File: src/rtl/byteblast8_pkg.sv
// Shared definitions for the byteblast8 boot path: loader state encoding and
// the default address/data widths used by the RAM and the loader.
package byteblast8_pkg;

  localparam int unsigned ADDR_W = 5;
  localparam int unsigned DATA_W = 8;

  typedef enum logic [1:0] {
    StIdle = 2'd0,
    StLoad = 2'd1,
    StDone = 2'd2
  } state_e;

endpackage

File: src/rtl/prog_loader.sv
// Boot-time program loader. Takes a valid/ready byte stream and writes it into
// RAM from address 0 upward, then releases the CPU through cpu_enable.
// Optional feature macro: LOADER_CHECKSUM_EN -- the in_last byte is treated as a
// checksum over the written bytes instead of being written.
module prog_loader
  import byteblast8_pkg::*;
#(
  parameter int unsigned ADDRESS_BITS = ADDR_W,
  parameter int unsigned DATA_BITS    = DATA_W
) (
  input  logic                    clk,
  input  logic                    reset,
  input  logic                    start,
  input  logic                    in_valid,
  input  logic [DATA_BITS-1:0]    in_data,
  input  logic                    in_last,
  output logic                    in_ready,
  output logic                    ram_w_enable,
  output logic [ADDRESS_BITS-1:0] ram_address,
  output logic [DATA_BITS-1:0]    ram_data,
  output logic                    busy,
  output logic                    done,
  output logic                    err,
  output logic                    cpu_enable,
  output logic [ADDRESS_BITS:0]   byte_count
);

  localparam logic [ADDRESS_BITS-1:0] LastAddr = '1;

  state_e                  state_q, state_d;
  logic [ADDRESS_BITS-1:0] addr_q, addr_d;      // address the next accepted byte goes to
  logic                    wen_q, wen_d;
  logic [ADDRESS_BITS-1:0] waddr_q, waddr_d;
  logic [DATA_BITS-1:0]    wdata_q, wdata_d;
  logic [ADDRESS_BITS:0]   cnt_q, cnt_d;
  logic                    err_q, err_d;
  logic                    load_q, load_d;      // drives both in_ready and busy
  logic                    done_q, done_d;
  logic                    cpu_en_q, cpu_en_d;
`ifdef LOADER_CHECKSUM_EN
  logic [DATA_BITS-1:0]    sum_q, sum_d;
`endif

  logic accept;
  logic wr_byte;

  assign accept = in_valid & load_q;
`ifdef LOADER_CHECKSUM_EN
  // The closing byte carries the checksum and never reaches RAM.
  assign wr_byte = accept & ~in_last;
`else
  assign wr_byte = accept;
`endif

  // Next-state: load sequencing, write staging, counters and error flag.
  always_comb begin
    state_d = state_q;
    addr_d  = addr_q;
    wen_d   = 1'b0;
    waddr_d = waddr_q;
    wdata_d = wdata_q;
    cnt_d   = cnt_q + {{ADDRESS_BITS{1'b0}}, wen_q};
    err_d   = err_q;
`ifdef LOADER_CHECKSUM_EN
    sum_d   = sum_q;
`endif

    unique case (state_q)
      StIdle, StDone: begin
        if (start) begin
          state_d = StLoad;
          addr_d  = '0;
          cnt_d   = '0;
          err_d   = 1'b0;
`ifdef LOADER_CHECKSUM_EN
          sum_d   = '0;
`endif
        end
      end
      StLoad: begin
        if (wr_byte) begin
          wen_d   = 1'b1;
          waddr_d = addr_q;
          wdata_d = in_data;
`ifdef LOADER_CHECKSUM_EN
          sum_d   = sum_q + in_data;
`endif
          // The address saturates at the top of RAM; it never wraps.
          if (addr_q != LastAddr) begin
            addr_d = addr_q + ADDRESS_BITS'(1);
          end
          if (in_last) begin
            state_d = StDone;
          end else if (addr_q == LastAddr) begin
            state_d = StDone;
            err_d   = 1'b1;
          end
        end
`ifdef LOADER_CHECKSUM_EN
        if (accept && in_last) begin
          state_d = StDone;
          err_d   = (sum_q != in_data);
        end
`endif
      end
      default: state_d = StIdle;
    endcase
  end

  // Outputs are registered from the next state so they change with the state.
  always_comb begin
    load_d   = (state_d == StLoad);
    done_d   = (state_d == StDone);
    cpu_en_d = done_d & ~err_d;
  end

  // State and output registers; reset cancels any pending write strobe.
  always_ff @(posedge clk or negedge reset) begin
    if (!reset) begin
      state_q  <= StIdle;
      addr_q   <= '0;
      wen_q    <= 1'b0;
      waddr_q  <= '0;
      wdata_q  <= '0;
      cnt_q    <= '0;
      err_q    <= 1'b0;
      load_q   <= 1'b0;
      done_q   <= 1'b0;
      cpu_en_q <= 1'b0;
`ifdef LOADER_CHECKSUM_EN
      sum_q    <= '0;
`endif
    end else begin
      state_q  <= state_d;
      addr_q   <= addr_d;
      wen_q    <= wen_d;
      waddr_q  <= waddr_d;
      wdata_q  <= wdata_d;
      cnt_q    <= cnt_d;
      err_q    <= err_d;
      load_q   <= load_d;
      done_q   <= done_d;
      cpu_en_q <= cpu_en_d;
`ifdef LOADER_CHECKSUM_EN
      sum_q    <= sum_d;
`endif
    end
  end

  assign in_ready     = load_q;
  assign busy         = load_q;
  assign done         = done_q;
  assign err          = err_q;
  assign cpu_enable   = cpu_en_q;
  assign ram_w_enable = wen_q;
  assign ram_address  = waddr_q;
  assign ram_data     = wdata_q;
  assign byte_count   = cnt_q;

endmodule

File: config.mk
export PLATFORM = sky130hd
export DESIGN_NAME = prog_loader
export DESIGN_NICKNAME = d
export VERILOG_FILES = /design/src/rtl/byteblast8_pkg.sv /design/src/rtl/prog_loader.sv
export SDC_FILE = /design/constraint.sdc
export NUM_CORES = 1
export LEC_CHECK = 0
export ABC_AREA = 1
export CELL_PAD_IN_SITES_DETAIL_PLACEMENT = 0
export CELL_PAD_IN_SITES_GLOBAL_PLACEMENT = 1
export CORE_MARGIN = 3
export CORE_UTILIZATION = 34
export CTS_CLUSTER_DIAMETER = 100
export DETAILED_ROUTE_END_ITERATION = 8
export MAX_ROUTING_LAYER = met4
export PLACE_DENSITY_LB_ADDON = 0.1
export SLEW_MARGIN = 20
export SYNTH_ARGS = -nofsm -noshare
export SYNTH_HDL_FRONTEND = slang
export SYNTH_SLANG_ARGS = --single-unit
File: constraint.sdc
create_clock -name clk -period 2.2 [get_ports clk]
set_input_delay 0.55 -clock clk [delete_from_list [all_inputs] [get_ports clk]]
set_output_delay 0.55 -clock clk [all_outputs]
set_load 0.02 [all_outputs]
==> reports/qor.yml <==
yosysTopAreaCellShare_pct: 58.4
required_ns: 1.65
slew-limit-headroom_pct: 74.2
placed_cell_area_mm2: 0.00175
die_w_um: 68.5
setup_viol: 0
final_net_count: 206
intPower_mw: 1.38
leakagePower_nw: 0.896
drc_errors: 0
viasPerCell: 4.38
synth-edff-count: 0
max-vdd-ir-drop_v: 0.000619
dieArea_mm2: 0.00469
syn-instance-count: 146
syn-num-nets: 163
status: "finished, final reports clean"
synth_ff_type: "dfrtp_1"
cp_slowest_stage_delay_ns: 0.62
grt-ovfl-total: 0
tightest_slew_ns: 0.388
clkTransAtPathRegs_ns: 0.06
ys_warn_count: 0
core_area_mm2: 0.00372
synth_top_cell_by_area: "dfrtp_1"
final_cell_area_mm2: 0.00183
power.density_mw_per_mm2: 1220
crit_path_cell_trace: "clkdlybuf4s50_1"
yosys-top-cells-count: "nand2_1, dfrtp_1, inv_1, nor2_1, o21ai_0"
postCtsSetupBuffers: 0
grt_use_total_pct: 14.2
grt_max_degree: 32
ys_seq_area_share_pct: 58.4
rsz0062_at_grt: "false"
p_sw_share_pct: 38.2
postCtsResizedCells: 0
ctsHoldBuffers: 0
pwr-share-seq_pct: 39.2
io_buffers: 37
critPathBufInv: 1
crit_fanout: 4
via_count: 1042
crit_path_top_delay_cell: "clkdlybuf4s50_1"
rrSetupSlack_ns: 0.46
hold-path-cell-count: 2
cap_violations: 0
drive_above_1_share_pct: 8.42
ys_ff_latch: 31
p_sw_mw: 0.851
worstRegToRegCells: 8
pwr-share-clk_pct: 18.5
clk_latency_ns: 0.27
wl_per_cell_um: 11.5
synth.distinct_cells: 20
routed_wl_um: 2750
critPathLaunchType: "flop"
critical-path-top-delay-family: "buffers and inverters"
htree_levels: 2
fmax_mhz: 548
routabilityCongestion: 0.789
synth_area_mm2: 0.00133
finalWorstPathRequiredPeriod_ns: 1.82
hold_violations: 0
finalCritPeriodShare_pct: 82.9
cts_tree: "yes"
grt_antenna_before_repair: 0
fill_cells: 366
io_pins: 38
end_kind: "primary output"
cts_buffers: 5
yosys.cell_count.top_type: "nand2_1"
path_class: "flop to primary output"
hp-class: "flop to flop"
row_count: 22
hpwl_um: 1990
diodes: 0
critPathArrivalTime_ns: 1.27
clock_skew_ns: 0.00491
cts.sinks: 31
async_flop_share_pct: 100
die_h_um: 68.5
firstDrtPassIters: 4
ant_nets: 0
synth.avg_cell_area_um2: 9.09
pwr-share-comb_pct: 42.4
ctsRootBufferMaster: "clkbuf_8"
synthTopCellsByArea: "dfrtp_1, nand2_1, ha_1"
grt_pass1_vias: 1053
drv_slew: 0
start_util_pct: 35.7
syn2layout_area_growth_pct: 37.7
cp.depth: 1
cts_max_path_buffers: 2
grt_pass1_wl_um: 4710
setup-tns-final_ns: 0
drtIter0Drc: 45
==> power groups by stage <==
stage	Sequential (mW)	Combinational, mW	Clock (mW)
6_report	0.873	0.943	0.411
5_1_grt	0.898	1.06	0.458
4_1_cts	0.873	0.957	0.429
3_5_place_dp	0.880	0.952	0
3_3_place_gp	0.877	0.940	0
2_1_floorplan	1.03	0.397	0
==> registers in the layout, indices dropped and copies added (netlist names) <==
name,flops
ram_data,8
byte_count,6
addr_q,5
ram_address,5
state_q,2
busy,1
cpu_enable,1
done,1
err,1
ram_w_enable,1
==> layout make-up <==
type | count | area, um2 | share of cell area (%)
clock buffers | 7 | 76.3 | 4.18
well taps | 48 | 60.1 | 3.29
clock inverters | 1 | 5.00 | 0.274
multi-input cells | 99 | 477 | 26.1
inverters | 13 | 48.8 | 2.67
flip-flops and latches | 31 | 776 | 42.4
repair buffers | 39 | 385 | 21.1
==> per-layer routing <==
metal	vias up	wire (um)	track usage [%]
met5	-	0	-
met4	0	16	5.21
met3	2	158	3.94
met2	25	1350	21.5
met1	472	1220	18.2
li1	543	-	-
==> kinds of logic (layout without fill, tap and decap cells) <==
| family | Yosys count | count (layout) | share of synthesized area, % |
|---|---|---|---|
| buf+inv | 16 | 60 | 5.65 |
| flops | 31 | 31 | 58.4 |
| fa+ha+maj | 4 | 4 | 3.77 |
| compound gates | 14 | 14 | 5.65 |
| xor+xnor | 1 | 1 | 0.660 |
| simple gates | 80 | 80 | 25.8 |
==> placed cells by master (no fill, tap or decap) <==
cell and count:
nand2_1 55, nand2_2 2, or2_2 1, clkbuf_8 5, xnor2_1 1, o21ai_1 1, nand3_1 6, buf_4 2
nand4_1 1, inv_1 11, clkdlybuf4s50_1 37, ha_1 4, o211ai_1 2, nor2_1 11, dfrtp_1 31, a21oi_1 3
clkbuf_1 2, nand3_2 1, nand3b_1 1, clkinv_2 1, inv_2 2, o21ai_0 8, nor2_4 2
==> stage by stage <==
step | power (mW) | cells | hold WS [ns] | setup WS [ns] | util [%]
floorplan | 1.43 | 146 | 0.254 | 0.666 | -
global placement | 1.82 | 230 | 0.456 | 0.512 | 47.0
detailed placement | 1.83 | 230 | 0.458 | 0.485 | 47.0
CTS | 2.26 | 238 | 0.474 | 0.358 | 49.2
global route | 2.42 | 238 | 0.502 | 0.270 | 49.2
finish | 2.23 | 238 | 0.469 | 0.375 | 49.2
==> worst paths after layout <==
kind	start	to
max in group asynchronous	reset	ram_data[0]
setup / recovery	byte_count[4]	byte_count[4]
min in group asynchronous	reset	cpu_enable
setup reg to reg	addr_q[0]	addr_q[1]
hold / removal	ram_data[6]	ram_data[6]
hold reg to reg	ram_data[6]	ram_data[6]
Note: power is estimated with default switching activity, not from simulation.
